<file path="config.mk">
export PLATFORM = sky130hd
export DESIGN_NAME = fpu_unit
export DESIGN_NICKNAME = d
export VERILOG_FILES = /design/src/rtl/fpu_unit.sv
export SDC_FILE = /design/constraint.sdc
export NUM_CORES = 1
export LEC_CHECK = 0
export CAP_MARGIN = 20
export CELL_PAD_IN_SITES_DETAIL_PLACEMENT = 0
export CELL_PAD_IN_SITES_GLOBAL_PLACEMENT = 1
export CORE_MARGIN = 2
export CORE_UTILIZATION = 32
export CTS_CLUSTER_SIZE = 8
export DETAILED_ROUTE_END_ITERATION = 6
export PLACE_DENSITY_LB_ADDON = 0.1
export SYNTH_ARGS = -nofsm -noshare
export SYNTH_HDL_FRONTEND = slang
export SYNTH_SLANG_ARGS = --single-unit
</file>
<file path="constraint.sdc">
create_clock -name clock100KHz -period 7.7 [get_ports clock100KHz]
set_clock_uncertainty 0.2 [all_clocks]
set_input_delay 0.77 -clock clock100KHz [delete_from_list [all_inputs] [get_ports clock100KHz]]
set_output_delay 0.77 -clock clock100KHz [all_outputs]
set_load 0.01 [all_outputs]
</file>
<file path="src/rtl/fpu_unit.sv">
// Multi-cycle IEEE-754 binary32 adder: free-running six-state cycle
// (load, align, add, normalize, round, done) producing one registered result per pass.
module fpu_unit (
  input  logic        clock100KHz,
  input  logic        reset,
  input  logic [31:0] op_A_in,
  input  logic [31:0] op_B_in,
  output logic [31:0] data_out,
  output logic [3:0]  status_out,
  output logic        flags_out
);

  typedef enum logic [2:0] {StLoad, StAlign, StAdd, StNorm, StRound, StDone} state_e;

  localparam logic [3:0] StatusExact    = 4'b0001;
  localparam logic [3:0] StatusOverflow = 4'b0010;
  localparam logic [3:0] StatusUnder    = 4'b0100;
  localparam logic [3:0] StatusInexact  = 4'b1000;

  state_e state_q, state_d;

  logic [31:0]       op_a_q, op_b_q;
  logic              spec_q;
  logic [31:0]       spec_val_q;
  logic              sign_a_q, sign_b_q;
  logic [7:0]        exp_a_q, exp_b_q;
  logic [23:0]       man_a_q, man_b_q;
  logic              sign_l_q, sign_s_q;
  logic [26:0]       man_l_q, man_s_q;
  logic signed [9:0] exp_q;
  logic [27:0]       sum_q;
  logic              sign_q, zero_sign_q;
  logic [26:0]       man_q;
  logic              zero_q;

  // State register and next-state logic
  always_ff @(posedge clock100KHz or negedge reset) begin
    if (!reset) begin
      state_q <= StLoad;
    end else begin
      state_q <= state_d;
    end
  end

  always_comb begin
    state_d = state_q;
    unique case (state_q)
      StLoad:  state_d = StAlign;
      StAlign: state_d = StAdd;
      StAdd:   state_d = StNorm;
      StNorm:  state_d = StRound;
      StRound: state_d = StDone;
      StDone:  state_d = StLoad;
      default: state_d = StLoad;
    endcase
  end

  assign flags_out = (state_q == StDone);

  // Load stage: special-operand (exp == 255) resolution
  logic        a_spec, b_spec, a_nan, b_nan;
  logic [31:0] spec_val;

  always_comb begin
    a_spec = &op_a_q[30:23];
    b_spec = &op_b_q[30:23];
    a_nan  = a_spec & (|op_a_q[22:0]);
    b_nan  = b_spec & (|op_b_q[22:0]);
    if (a_nan || b_nan || (a_spec && b_spec && (op_a_q[31] != op_b_q[31]))) begin
      spec_val = 32'h7FC0_0000;
    end else if (a_spec) begin
      spec_val = {op_a_q[31], 8'hFF, 23'd0};
    end else begin
      spec_val = {op_b_q[31], 8'hFF, 23'd0};
    end
  end

  // Align stage: order by magnitude, barrel-shift the smaller with guard/round/sticky
  logic        a_ge, sl, ss;
  logic [7:0]  el, es, diff;
  logic [23:0] ml, ms;
  logic [26:0] ext, shr, lost, shifted;

  always_comb begin
    a_ge = {exp_a_q, man_a_q} >= {exp_b_q, man_b_q};
    sl   = a_ge ? sign_a_q : sign_b_q;
    ss   = a_ge ? sign_b_q : sign_a_q;
    el   = a_ge ? exp_a_q : exp_b_q;
    es   = a_ge ? exp_b_q : exp_a_q;
    ml   = a_ge ? man_a_q : man_b_q;
    ms   = a_ge ? man_b_q : man_a_q;
    diff = el - es;
    ext  = {ms, 3'b000};
    shr  = ext >> diff;
    lost = ext & ~(27'h7FF_FFFF << diff);
    if (diff >= 8'd27) begin
      shifted = {26'd0, |ms};
    end else begin
      shifted = {shr[26:1], shr[0] | (|lost)};
    end
  end

  // Add stage: magnitude add or subtract; larger operand is always on the left
  logic [27:0] sum_d;

  always_comb begin
    if (sign_l_q == sign_s_q) begin
      sum_d = {1'b0, man_l_q} + {1'b0, man_s_q};
    end else begin
      sum_d = {1'b0, man_l_q} - {1'b0, man_s_q};
    end
  end

  // Normalize stage: carry shifts right, otherwise leading-zero left shift
  logic [4:0]        lz;
  logic [26:0]       norm_man;
  logic signed [9:0] norm_exp;

  always_comb begin
    lz = 5'd0;
    for (int i = 0; i < 27; i++) begin
      if (sum_q[i]) lz = 5'(26 - i);
    end
    if (sum_q[27]) begin
      norm_man = {sum_q[27:2], sum_q[1] | sum_q[0]};
      norm_exp = exp_q + 10'sd1;
    end else begin
      norm_man = sum_q[26:0] << lz;
      norm_exp = exp_q - $signed({5'd0, lz});
    end
  end

  // Round stage: nearest-even on G/R/S, then classify the result
  logic              g_bit, r_bit, s_bit, rnd_up;
  logic [24:0]       rnd;
  logic [22:0]       frac;
  logic signed [9:0] fexp;
  logic [31:0]       result;
  logic [3:0]        status;

  always_comb begin
    g_bit  = man_q[2];
    r_bit  = man_q[1];
    s_bit  = man_q[0];
    rnd_up = g_bit & (r_bit | s_bit | man_q[3]);
    rnd    = {1'b0, man_q[26:3]} + {24'd0, rnd_up};
    if (rnd[24]) begin
      frac = rnd[23:1];
      fexp = exp_q + 10'sd1;
    end else begin
      frac = rnd[22:0];
      fexp = exp_q;
    end
    result = {sign_q, fexp[7:0], frac};
    status = StatusExact;
    if (spec_q) begin
      result = spec_val_q;
      status = StatusOverflow;
    end else if (zero_q) begin
      result = {zero_sign_q, 31'd0};
      status = StatusExact;
    end else if (exp_q <= 10'sd0) begin
      result = {sign_q, 31'd0};
      status = StatusUnder;
    end else if (fexp >= 10'sd255) begin
      result = {sign_q, 8'hFF, 23'd0};
      status = StatusOverflow;
    end else if (g_bit || r_bit || s_bit) begin
      status = StatusInexact;
    end
  end

  // Datapath registers; operands are sampled on the edge entering LOAD
  always_ff @(posedge clock100KHz or negedge reset) begin
    if (!reset) begin
      op_a_q      <= '0;
      op_b_q      <= '0;
      spec_q      <= 1'b0;
      spec_val_q  <= '0;
      sign_a_q    <= 1'b0;
      sign_b_q    <= 1'b0;
      exp_a_q     <= '0;
      exp_b_q     <= '0;
      man_a_q     <= '0;
      man_b_q     <= '0;
      sign_l_q    <= 1'b0;
      sign_s_q    <= 1'b0;
      man_l_q     <= '0;
      man_s_q     <= '0;
      exp_q       <= '0;
      sum_q       <= '0;
      sign_q      <= 1'b0;
      zero_sign_q <= 1'b0;
      man_q       <= '0;
      zero_q      <= 1'b0;
      data_out    <= '0;
      status_out  <= '0;
    end else begin
      unique case (state_q)
        StLoad: begin
          sign_a_q   <= op_a_q[31];
          sign_b_q   <= op_b_q[31];
          exp_a_q    <= op_a_q[30:23];
          exp_b_q    <= op_b_q[30:23];
          // Denormal inputs flush to zero
          man_a_q    <= (op_a_q[30:23] == 8'd0) ? 24'd0 : {1'b1, op_a_q[22:0]};
          man_b_q    <= (op_b_q[30:23] == 8'd0) ? 24'd0 : {1'b1, op_b_q[22:0]};
          spec_q     <= a_spec | b_spec;
          spec_val_q <= spec_val;
        end
        StAlign: begin
          sign_l_q <= sl;
          sign_s_q <= ss;
          exp_q    <= $signed({2'b00, el});
          man_l_q  <= {ml, 3'b000};
          man_s_q  <= shifted;
        end
        StAdd: begin
          sum_q       <= sum_d;
          sign_q      <= sign_l_q;
          zero_sign_q <= sign_l_q & sign_s_q;
        end
        StNorm: begin
          man_q  <= norm_man;
          exp_q  <= norm_exp;
          zero_q <= (sum_q == 28'd0);
        end
        StRound: begin
          data_out   <= result;
          status_out <= status;
        end
        StDone: begin
          op_a_q <= op_A_in;
          op_b_q <= op_B_in;
        end
        default: ;
      endcase
    end
  end

endmodule

</file>
==> impl_metrics.csv <==
group,metric,value,unit
floorplan,initial_core_util,32.3,%
detailed_routing,drt-pass1-iter-count,7,
logic_synthesis,syn_area_per_cell,8.37,um2
floorplan,core.rowCount,90,
setup_path,worstPathArrival,5.72,ns
detailed_routing,viasPerCell,5.41,
clocking,cts-buffers-inserted,43,
timing,max-slew-margin-rel,24.9,%
detailed_routing,drc,0,
timing,fin_crit,5.51,ns
logic_synthesis,ys_async_sr_fraction,100,%
clocking,cts_root_buffer,"clkbuf_16",
setup_path,crit_fanout,38,
logic_synthesis,synth_area,0.0194,mm2
timing,setup_violations,0,
timing,fmax,0.181,GHz
power,leakage,9.76,nW
floorplan,die_w,250,um
floorplan,pin_count,103,
final_layout,layout.nets,2519,
timing,period_share,71.6,%
grt,grt_pass1_wl,102000,um
detailed_routing,ant_nets,0,
floorplan,die_y,250,um
detailed_routing,vias,17025,
logic_synthesis,synth_cell_type_count,83,
clocking,cts_resized,0,
logic_synthesis,synth_nets,2479,
grt,track_usage,20.5,%
place,routabilityCongestion,0.899,
logic_synthesis,ys_warn_count,0,
timing,setup_ws,2.19,ns
setup_path,crit_required,7.91,ns
floorplan,coreArea,0.0601,mm2
clocking,clk_pin_slew,0.06,ns
grt,grt_pass1_vias,17116,
place,dp_hpwl,48500,um
grt,antenna_found_initial,0,
clocking,cts_tree,"yes",
logic_synthesis,synth-seq-cells,294,
logic_synthesis,synth_top_area_share,37.9,%
timing,hold_violations,0,
logic_synthesis,synthCells,2320,
clocking,clk_latency,0.56,ns
clocking,cts_buffer_depth,3,
setup_path,worst-setup-path-type,"reg -> reg",
setup_path,end_kind,"register",
timing,rsz0062_at_grt,"false",
timing,maxSlewViolCount,0,
floorplan,die-area,0.0627,mm2
final_layout,final_layout_size_suffix_gt1_share,4.94,%
place,place_ws,2.23,ns
logic_synthesis,synth_edf_count,0,
final_layout,layoutNonFillerInstCount,3149,
detailed_routing,wl_per_cell,20.4,um
final_layout,synthToLayoutAreaGrowth,14.9,%
run_status,status,"completed",
logic_synthesis,ys_top_cells_by_area,"dfrtp_1 38%, nand2_1 8.7%, mux2i_1 8.0%",
detailed_routing,drt_iter0_drc,1028,
grt,overflow,0,
power,peakVddDrop,0.138,mV
clocking,cts.sinks,294,
timing,worstMarginPinSlew,1.11,ns
clocking,h-tree-depth,2,
grt,grt_max_degree,136,
flow_run,maxCapViolations,0,
place,io_buffer_count,102,
setup_path,setup.worst_path.start_class,"register",
timing,setup_tns,0,ns
final_layout,n_antenna_cell,0,
detailed_routing,routed_wl,64100,um
power,power_density,278,mW/mm2
setup_path,worst_r2r_path_depth,20,
logic_synthesis,seq_area_frac_synth,37.9,%
logic_synthesis,synth_top_area_cell,"dfrtp_1",
clocking,post_cts_buffers,0,
power,power,6.19,mW
clocking,hold_buffers,0,
logic_synthesis,synthFlopType,"dfrtp_1",
place,dp.cells,3095,
worst_hold_path,hold_path.class,"in -> async",
[routing by layer]
layer / routed length, um / GRT usage, % / vias to the layer above / part of all wire [%]
li1: - / - / 8332 / -
met1: 30500 / 28.3 / 8252 / 47
met2: 29900 / 33.7 / 337 / 47
met3: 2090 / 2.32 / 104 / 3.3
met4: 1680 / 5.95 / 0 / 2.6
met5: 0 / 0 / - / 0
[power by group]
group	switching (mW)	total, mW	internal (mW)
Clock	0.691	1.72	1.03
Combinational	1.27	2.22	0.946
Sequential	0.421	2.25	1.83
Total	2.38	6.19	3.81
[layout make-up]
| type | count | area (um2) |
|---|---|---|
| Clock inverter | 3 | 30.0 |
| Tap cell | 782 | 978 |
| Sequential cell | 294 | 7360 |
| Fill cell | 6348 | 37800 |
| Inverter | 110 | 413 |
| Clock buffer | 49 | 1140 |
| Timing Repair Buffer | 133 | 1290 |
| Multi-Input combinational cell | 1778 | 11100 |
[flip-flops by register name, indices dropped and copies added (netlist names), 24 cells and up]
signal    count
data_out     32
op_a_q       32
op_b_q       32
sum_q        28
man_q        27
man_s_q      27
man_a_q      24
man_b_q      24
man_l_q      24
[cell usage after synthesis (5+ instances only)]
master / instances
a221o_1: 5
nor3b_1: 6
and2_1: 10
o22ai_1: 29
nand3_1: 48
a211oi_1: 20
a22o_1: 45
a22oi_1: 9
mux2i_1: 155
nor4_1: 34
xor2_1: 17
buf_2: 20
nand2_1: 449
o21a_1: 19
mux2_2: 11
nand4_1: 23
a21o_1: 11
nand3b_1: 8
nor4b_1: 6
o211ai_1: 10
buf_1: 13
inv_1: 105
clkbuf_1: 99
a221oi_1: 16
or3_1: 14
and4_1: 5
a31oi_1: 26
nor2_1: 133
nand2b_1: 14
nor2b_1: 12
xnor2_1: 41
o21ai_0: 188
and3_1: 18
nor3_1: 42
a21oi_1: 158
ha_1: 91
o22a_1: 7
a41oi_1: 6
o21bai_1: 16
dfrtp_1: 294
o31ai_1: 12
[final timing paths]
kind	slack, ns	startpoint	to
worst max register to register	2.19	exp_b_q[0]	man_s_q[0]
max in group asynchronous	5.80	reset	op_a_q[2]
worst min-delay path	0.04	reset	sum_q[20]
min in group clock100KHz	0.28	data_out[20]	data_out[20]
worst min register to register	0.28	data_out[20]	data_out[20]
worst max-delay path	2.19	exp_b_q[0]	man_s_q[0]
[logic make-up after synthesis]
| kind of cell | synth area share (%) |
|---|---|
| fa+ha+maj | 6.17 |
| flops | 37.9 |
| mux | 8.69 |
| simple gates | 19.2 |
| compound gates | 20.3 |
| xor+xnor | 2.62 |
| buf+inv | 5.10 |
[through the flow]
stage               area (um2)  util (%)  hold WS (ns)
floorplan                19400         -         0.245
detailed placement       21100      35.1         0.262
CTS                      22300      37.0        0.0693
global route             22300      37.1         0.106
global placement         21100      35.1         0.261
finish                   22300      37.1        0.0448
[worst max-delay path, cell delays in order, from the launching register on]
cell and delay, ns:
dfrtp_1 0.38, inv_1 0.08, ha_1 0.27, buf_4 0.39
nand4_1 0.23, nor3_1 0.26, nand4_1 0.13, nand3_1 0.33
nor2_8 0.19, o22ai_1 0.29, inv_1 0.07, ha_1 0.19
nand3b_1 0.23, xnor2_2 0.73, buf_4 0.31, or3_1 0.12
o2111ai_1 0.11, a22oi_1 0.17, nand4_1 0.13, nor4b_1 0.35
a41oi_1 0.16
[layout by cell type, fill, tap and decap left out, types with 29 or more instances in the layout]
cell type,count
nor3_1,41
xnor2_1,39
a21oi_1,156
clkdlybuf4s50_1,101
inv_1,104
nand3_1,48
o22ai_1,29
clkbuf_16,45
nor4_1,34
ha_1,91
a22o_1,45
nand2_1,449
mux2i_1,155
o21ai_0,188
nor2_1,133
dfrtp_1,294
No activity file was read; power rests on OpenSTA's default activity.
